$ cat src/rtl/alu_cmd_issue.sv
// Command-issue stage: FIFO-buffered {A,B,op} to the ALU, registered result out.
// Optional perf counters (done_cnt, dz_cnt) under ALU_CMD_ISSUE_PERF_EN.
module alu_cmd_issue #(
  parameter int DEPTH = 4,
  parameter int CNT_W = 3
) (
  input  logic             clk,
  input  logic             rst_n,
  input  logic             in_valid,
  output logic             in_ready,
  input  logic [15:0]      in_a,
  input  logic [15:0]      in_b,
  input  logic [2:0]       in_op,
  output logic [15:0]      alu_a,
  output logic [15:0]      alu_b,
  output logic [2:0]       alu_op,
  input  logic [31:0]      alu_result,
  output logic             out_valid,
  input  logic             out_ready,
  output logic [31:0]      out_data,
  output logic             out_err,
  output logic [CNT_W-1:0] fill
`ifdef ALU_CMD_ISSUE_PERF_EN
  ,
  output logic [15:0]      done_cnt,
  output logic [7:0]       dz_cnt
`endif
);

  localparam int PTR_W = (DEPTH > 1) ? $clog2(DEPTH) : 1;
  localparam logic [CNT_W-1:0] FULL = CNT_W'(DEPTH);

  logic [15:0]      a_mem  [DEPTH];
  logic [15:0]      b_mem  [DEPTH];
  logic [2:0]       op_mem [DEPTH];

  logic [PTR_W-1:0] wr_ptr_q, rd_ptr_q;
  logic [CNT_W-1:0] fill_q, fill_d;
  logic             out_valid_q;
  logic [31:0]      out_data_q;
  logic             out_err_q;

  logic push, pop, empty, dz;

  assign empty    = (fill_q == '0);
  assign in_ready = (fill_q != FULL);
  assign push     = in_valid && in_ready;
  assign pop      = !empty && (!out_valid_q || out_ready);

  assign alu_a  = empty ? 16'h0 : a_mem[rd_ptr_q];
  assign alu_b  = empty ? 16'h0 : b_mem[rd_ptr_q];
  assign alu_op = empty ? 3'h0  : op_mem[rd_ptr_q];

  // Divide by zero: substitute all-ones and flag, ignoring the ALU.
  assign dz = (alu_op == 3'b011) && (alu_b == 16'h0);

  always_comb begin
    fill_d = fill_q;
    if (push && !pop)
      fill_d = fill_q + 1'b1;
    else if (!push && pop)
      fill_d = fill_q - 1'b1;
  end

  always_ff @(posedge clk) begin
    if (push) begin
      a_mem[wr_ptr_q]  <= in_a;
      b_mem[wr_ptr_q]  <= in_b;
      op_mem[wr_ptr_q] <= in_op;
    end
  end

  always_ff @(posedge clk or negedge rst_n) begin
    if (!rst_n) begin
      wr_ptr_q    <= '0;
      rd_ptr_q    <= '0;
      fill_q      <= '0;
      out_valid_q <= 1'b0;
      out_data_q  <= '0;
      out_err_q   <= 1'b0;
    end else begin
      fill_q <= fill_d;
      if (push)
        wr_ptr_q <= wr_ptr_q + 1'b1;
      if (pop) begin
        rd_ptr_q    <= rd_ptr_q + 1'b1;
        out_valid_q <= 1'b1;
        out_data_q  <= dz ? 32'hFFFF_FFFF : alu_result;
        out_err_q   <= dz;
      end else if (out_valid_q && out_ready) begin
        out_valid_q <= 1'b0;
      end
    end
  end

  assign out_valid = out_valid_q;
  assign out_data  = out_data_q;
  assign out_err   = out_err_q;
  assign fill      = fill_q;

`ifdef ALU_CMD_ISSUE_PERF_EN
  logic [15:0] done_cnt_q;
  logic [7:0]  dz_cnt_q;

  always_ff @(posedge clk or negedge rst_n) begin
    if (!rst_n) begin
      done_cnt_q <= '0;
      dz_cnt_q   <= '0;
    end else begin
      if (out_valid_q && out_ready)
        done_cnt_q <= done_cnt_q + 1'b1;
      if (pop && dz && (dz_cnt_q != 8'hFF))
        dz_cnt_q <= dz_cnt_q + 1'b1;
    end
  end

  assign done_cnt = done_cnt_q;
  assign dz_cnt   = dz_cnt_q;
`endif

endmodule
$ cat config.mk
export PLATFORM = sky130hd
export DESIGN_NAME = alu_cmd_issue
export DESIGN_NICKNAME = d
export VERILOG_FILES = /design/src/rtl/alu_cmd_issue.sv
export SDC_FILE = /design/constraint.sdc
export NUM_CORES = 1
export LEC_CHECK = 0
export ABC_CLOCK_PERIOD_IN_PS = 2650
export BUFFER_PORTS_ARGS = -buffer_cell sky130_fd_sc_hd__buf_2
export CAP_MARGIN = 40
export CORE_ASPECT_RATIO = 1.2
export CORE_UTILIZATION = 50
export DETAILED_ROUTE_END_ITERATION = 10
export PLACE_DENSITY_LB_ADDON = 0.12
export SETUP_SLACK_MARGIN = 0.15
export SYNTH_ARGS = -nofsm -noshare
export SYNTH_HDL_FRONTEND = slang
export SYNTH_SLANG_ARGS = --single-unit
$ cat constraint.sdc
create_clock -name clk -period 2.65 [get_ports clk]
set_input_delay 0.53 -clock clk [delete_from_list [all_inputs] [get_ports clk]]
set_output_delay 0.53 -clock clk [all_outputs]
set_load 0.01 [all_outputs]
==> results of run 1 <==
==> final cells by class <==
class | count | area (um^2)
Fill cell | 1074 | 5090
Tap cell | 200 | 250
Multi-Input combinational cell | 234 | 2230
Sequential cell | 181 | 5230
Inverter | 4 | 15.0
Clock inverter | 15 | 121
Timing Repair Buffer | 184 | 1240
Clock buffer | 17 | 425
==> synth_stat cells (2+ instances only) <==
cell	instances	area share
inv_1	4	0.0020
nand2_1	4	0.0020
clkbuf_1	16	0.0079
ha_1	5	0.0082
buf_2	9	0.0059
buf_1	3	0.0015
a211oi_2	29	0.048
a211oi_1	35	0.035
buf_6	3	0.0045
nor3_1	2	0.0013
xor2_1	2	0.0023
nor2b_1	35	0.029
dfrtp_1	41	0.14
xnor2_1	4	0.0046
edfxtp_1	140	0.55
mux4_2	35	0.10
and3_1	4	0.0033
nor2_1	66	0.033
mux2_2	2	0.0030
==> sequential cells by signal, summed over array words and instances, names as in the netlist <==
name / flops
out_err: 1
a_mem: 64
out_valid: 1
wr_ptr_q: 2
rd_ptr_q: 2
b_mem: 64
out_data: 32
fill: 3
op_mem: 12
==> cell usage in the layout, fill, tap and decap left out, types with 3 or more instances in the layout <==
| cell | n |
|---|---|
| mux4_2 | 35 |
| clkbuf_16 | 20 |
| clkinv_2 | 3 |
| nand2_1 | 4 |
| clkinvlp_4 | 5 |
| and3_2 | 4 |
| nor2_1 | 66 |
| dfrtp_1 | 39 |
| inv_6 | 3 |
| buf_6 | 3 |
| a211oi_1 | 35 |
| buf_4 | 23 |
| edfxtp_1 | 140 |
| buf_12 | 12 |
| inv_8 | 3 |
| ha_1 | 5 |
| xnor2_1 | 4 |
| a211oi_2 | 29 |
| nor2b_1 | 32 |
| inv_1 | 3 |
| buf_2 | 143 |
==> cells by family (layout without fill, tap and decap cells) <==
kind of cell,count (synthesis),count (layout),share of synthesized area
compound gates,65,65,0.0831
simple gates,120,120,0.0808
mux,37,37,0.107
fa+ha+maj,6,6,0.0109
flops,181,181,0.690
xor+xnor,6,6,0.00693
buf+inv,35,220,0.0218
==> through the flow <==
stage / hold slack (ps) / power, W / std cells / instance area [um^2]
after floorplan: 234 / 0.00681 / 450 / 7600
after global placement: 467 / 0.00832 / 780 / 8690
after detailed placement: 492 / 0.00841 / 780 / 8690
after CTS: 133 / 0.0108 / 812 / 9250
after global routing: 153 / 0.0117 / 835 / 9510
final: 128 / 0.0111 / 835 / 9510
==> metal layers <==
layer  vias to the layer above  GRT usage  routed length (um)
met5                         -          0                  13
met4                         2     0.0620                  74
met3                         6     0.0496                 811
met2                       134      0.368                8310
met1                      2261      0.255                6600
li1                       2088          -                   -
==> what timing repair did <==
item	in CTS	in global routing
setup buffers	0	20
gates cloned	0	3
gates resized for setup	3	6
endpoints found under the setup margin	23	20
==> power by group <==
group / internal, W / switching (W)
Combinational: 0.00226 / 0.00238
Sequential: 0.00383 / 0.000296
Clock: 0.00122 / 0.00110
==> path summary, 6_finish.rpt <==
check,slack (ps),startpoint,cells after the start,to
max,150,rd_ptr_q[0]$_DFFE_PN0P_,5,alu_op[0]
min,130,rst_n,1,out_data[26]$_DFFE_PN0P_
max reg2reg,230,rd_ptr_q[0]$_DFFE_PN0P_,7,out_data[16]$_DFFE_PN0P_
min reg2reg,500,out_err$_DFFE_PN0P_,2,out_err$_DFFE_PN0P_
max in group asynchronous,1990,rst_n,2,out_data[6]$_DFFE_PN0P_
min in group clk,320,in_a[2],1,a_mem[3][2]$_DFFE_PP_
==> worst max-delay path, stage by stage, from the launching register on <==
cell     delay, ps
dfrtp_2        430
buf_4          150
buf_12         130
mux4_2         480
and2b_2        210
buf_2          150
==> flow_metrics.py, run 1 <==
metrics = {
    "logic_synthesis": {
        "synth_edf_count": 140,
        "syn_avg_cell_area_um2": 16.9,
        "synth_nets": 527,
        "synth-seq-area-share": 0.690,
        "yosysWarningCount": 0,
        "netlist_area_um2": 7580,
        "async_reset_ff_frac": 0.227,
        "synth_cells": 450,
        "ys_ff_latch": 181,
        "synth_flop_cell": "edfxtp_1",
        "synth_cell_types": 30,
    },
    "timing": {
        "rsz0062_at_grt": "yes",
        "worstMarginPinSlew_ps": 649,
        "timing.final.crit_share": 0.943,
        "period_minus_slack_ps": 2500,
        "setup_tns_ps": 0,
        "hold_viol_final": 0,
        "slew_violations": 0,
        "relSlewSlack": 0.567,
        "fin_skew_ps": 9.48,
        "fmax_mhz": 400,
        "fin_ws_ps": 151,
        "setup_viol": 0,
    },
    "pwr": {
        "ir_drop_mv": 0.555,
        "p_per_area_nw_per_um2": 1170,
        "leakage_nw": 3.60,
    },
    "place": {
        "numPortBuffers": 143,
        "preCtsSetupSlack_ps": 318,
        "gp_congestion": 0.713,
        "hpwlAfterDp_um": 10100,
    },
    "detailed_routing": {
        "drt-initial-drc-count": 321,
        "routedWlPerCell_um": 18.9,
        "drc_errors": 0,
        "vias": 4491,
        "via_per_inst": 5.38,
        "routed_wirelength_um": 15800,
        "drt-pass1-iter-count": 4,
        "drtAntennaViolNets": 0,
    },
    "worst_setup_path": {
        "worstSetupPathType": "flop to output port",
        "cp.required_ps": 2120,
        "start_kind": "flop",
        "critical_path_arrival_ps": 1970,
        "cp-end-kind": "output port",
        "cp_max_fo": 7,
    },
    "global_route": {
        "grt_pass1_wl_um": 24000,
        "gr-total-overflow": 0,
        "antenna_found_initial": 1,
        "grt.total_usage": 0.209,
        "grt_pass1_vias": 4590,
        "grt_max_degree": 67,
    },
    "outcome": {
        "status": "completed",
    },
    "clock_tree": {
        "cts_made_buffers": 17,
        "cts_root_buffer": "clkbuf_16",
        "clk_pin_slew_ps": 70,
        "hold_buffers": 0,
        "clkLatencyLatePin_ps": 420,
        "clk_path_buf_depth": 2,
        "clock_sinks": 181,
        "cts_tree": "done",
        "htree_levels": 4,
    },
    "final_layout": {
        "num_antenna_cells": 0,
        "fin_util": 0.651,
        "area.growth.synth_to_final_pct": 25.4,
        "drive_above_1_share": 0.471,
        "nets": 699,
    },
    "job": {
        "max-cap-violations": 0,
    },
    "floorplanning": {
        "core_region_area_um2": 14600,
        "initial_core_util": 0.520,
        "ios": 144,
        "rows": 48,
        "die_width_um": 114,
        "die_h_um": 137,
        "dieArea_um2": 15700,
    },
    "worst_hold_path": {
        "hold_class": "input pin to async pin",
    },
}
Note: power is estimated with default switching activity, not from simulation.
==> run 2, diff against run 1 <==
--- a/config.mk
+++ b/config.mk
@@ -6,7 +6,7 @@
 export NUM_CORES = 1
 export LEC_CHECK = 0
 export ABC_CLOCK_PERIOD_IN_PS = 2650
-export BUFFER_PORTS_ARGS = -buffer_cell sky130_fd_sc_hd__buf_2
+export BUFFER_PORTS_ARGS = -buffer_cell sky130_fd_sc_hd__clkbuf_2
 export CAP_MARGIN = 40
 export CORE_ASPECT_RATIO = 1.2
 export CORE_UTILIZATION = 50
==> run 2 against run 1 <==
Net effect:
- first-iteration DRC count grew 0.93%
- hold slack gained 190 ps
- via count grew 0.40%
- critical path depth is the same
- sequential power grew 1%
- maximum frequency shrank 0.69%
- die area is the same
- clock skew is essentially flat
- clock power grew 5%
- global-route usage grew 0.45 points
- count of clock-buffer cells in the layout grew 3
- final area shrank 0.74%
- critical endpoint is now alu_b[7]
==> flow_metrics.py, run 2 (synthesized netlist as in run 1, its figures left out) <==
metrics = {
    "pwr": {
        "p_total_w": 0.0111,
        "pwr-share-comb": 0.404,
        "leakage_nw": 3.58,
        "power_switching_w": 0.00374,
        "switching_share": 0.337,
        "p_per_area_nw_per_um2": 1180,
        "internal-power_w": 0.00736,
        "p_clk_frac": 0.220,
        "seqPwrFrac": 0.376,
        "ir_drop_mv": 0.595,
    },
    "global_route": {
        "gr-total-overflow": 0,
        "grt_pass1_wl_um": 24300,
        "grt_max_degree": 67,
        "grt.total_usage": 0.213,
        "grt_pass1_vias": 4622,
        "antenna_found_initial": 0,
    },
    "timing": {
        "hold_viol_final": 0,
        "worstMarginPinSlew_ps": 647,
        "fmax_mhz": 397,
        "timing.final.crit_share": 0.950,
        "setup_tns_ps": 0,
        "fin_skew_ps": 9.26,
        "rsz0062_at_grt": "yes",
        "period_minus_slack_ps": 2520,
        "relSlewSlack": 0.569,
        "setup_viol": 0,
        "slew_violations": 0,
    },
    "worst_setup_path": {
        "cp.required_ps": 2120,
        "crit_path_max_incr_delay_ps": 520,
        "cp-startpoint": "rd_ptr_q[0]$_DFFE_PN0P_",
        "crit_top_cell": "buf_6",
        "critical_path_arrival_ps": 1990,
        "worstSetupPathType": "flop to output port",
        "reg2regPathDepth": 8,
        "path_cells": "buf_6, buf_6, mux4_2, nor2b_1, clkbuf_2",
        "cp_max_fo": 4,
        "r2r_start": "rd_ptr_q[0]$_DFFE_PN0P_",
        "cp-end-kind": "output port",
        "cp_slowest_cell": "mux4_2",
        "start_kind": "flop",
    },
    "detailed_routing": {
        "drt-pass1-iter-count": 4,
        "drtAntennaViolNets": 0,
        "drc_errors": 0,
        "routed_wirelength_um": 15900,
        "vias": 4509,
        "via_per_inst": 5.42,
        "drt-initial-drc-count": 324,
        "routedWlPerCell_um": 19.1,
    },
    "job": {
        "max-cap-violations": 0,
    },
    "clock_tree": {
        "htree_levels": 4,
        "cts_tree": "done",
        "clk_path_buf_depth": 2,
        "cts_root_buffer": "clkbuf_16",
        "clk_pin_slew_ps": 70,
        "clkLatencyLatePin_ps": 420,
        "clock_sinks": 181,
        "cts_made_buffers": 17,
    },
    "final_layout": {
        "num_antenna_cells": 0,
        "fin_util": 0.647,
        "layout_common_cells": "140 x edfxtp_1, 140 x clkbuf_2, 66 x nor2_1",
        "nets": 696,
        "fillers": 1055,
        "regArea_um2": 5240,
        "area.growth.synth_to_final_pct": 24.4,
        "drive_above_1_share": 0.454,
        "multi_input_area_um2": 2210,
    },
    "outcome": {
        "status": "completed",
    },
    "worst_hold_path": {
        "hold_class": "input pin to flop",
        "min_path_cells": 1,
        "worstHoldStart": "in_b[3]",
    },
    "floorplanning": {
        "ios": 144,
        "dieArea_um2": 15700,
        "initial_core_util": 0.520,
        "rows": 48,
        "die_h_um": 137,
        "die_width_um": 114,
        "core_region_area_um2": 14600,
    },
    "place": {
        "hpwlAfterDp_um": 9850,
        "numPortBuffers": 143,
        "gp_congestion": 0.699,
    },
}
[run 2: cell types whose count changed in the layout (fill, tap and decap cells not counted), moves of 3 or more]
| cell | before | now |
|---|---|---|
| buf_12 | 12 | 7 |
| inv_8 | 3 | 0 |
| clkbuf_1 | 0 | 3 |
| buf_6 | 3 | 7 |
| clkbuf_2 | 0 | 140 |
| buf_2 | 143 | 2 |
[run 2: worst max-delay path, delay by kind of cell, from the launching register on]
family | cells | cell delay, ps
flops | 1 | 450
simple gates | 1 | 160
mux | 1 | 520
buf+inv | 3 | 430
[run 2: final cells by class]
cell class              instances  area share
repair buffers                181       0.122
clock inverters                12      0.0137
well taps                     200      0.0265
multi-input cells             234       0.235
inverters                       4     0.00159
clock buffers                  20      0.0463
flip-flops and latches        181       0.555
[run 2: through the flow]
stage	area (um^2)	cells	hold WS, ps	setup WS, ps
finish	9440	832	318	133
global route	9440	832	303	59.1
CTS	9270	818	302	127
detailed placement	8630	780	401	160
global placement	8630	780	402	193
floorplan	7600	450	234	153
[run 2: power by group through the flow]
stage	Clock [W]	Combinational, W	Sequential, W
after floorplan	0	0.00256	0.00425
after global routing	0.00261	0.00487	0.00425
after global placement	0	0.00399	0.00425
after CTS	0.00248	0.00423	0.00420
final	0.00244	0.00449	0.00417
after detailed placement	0	0.00405	0.00430
[run 2: layer usage]
metal	wire length, um	part of all wire	track usage	up-vias
met3	987	0.062	0.0629	15
met5	0	0	0	-
met2	8080	0.51	0.367	156
met4	224	0.014	0.0685	0
met1	6580	0.41	0.259	2258
li1	-	-	-	2080
[run 2: repair_timing]
action | in CTS | in global routing
hold buffers | 1 | 0
endpoints found under the hold margin | 7 | 0
pin swaps | 0 | 0
buffers inserted | 5 | 12
gates resized for setup | 8 | 11
endpoints found under the setup margin | 40 | 29
cloned | 0 | 2
[run 2: final timing paths]
kind                       slack [ps]                  endpoint
max                               130                  alu_b[7]
min                               320     b_mem[2][3]$_DFFE_PP_
max reg2reg                       230  out_data[16]$_DFFE_PN0P_
min reg2reg                       500       out_err$_DFFE_PN0P_
max in group asynchronous        1580   rd_ptr_q[1]$_DFFE_PN0P_
min in group asynchronous         500     out_valid$_DFFE_PN0P_
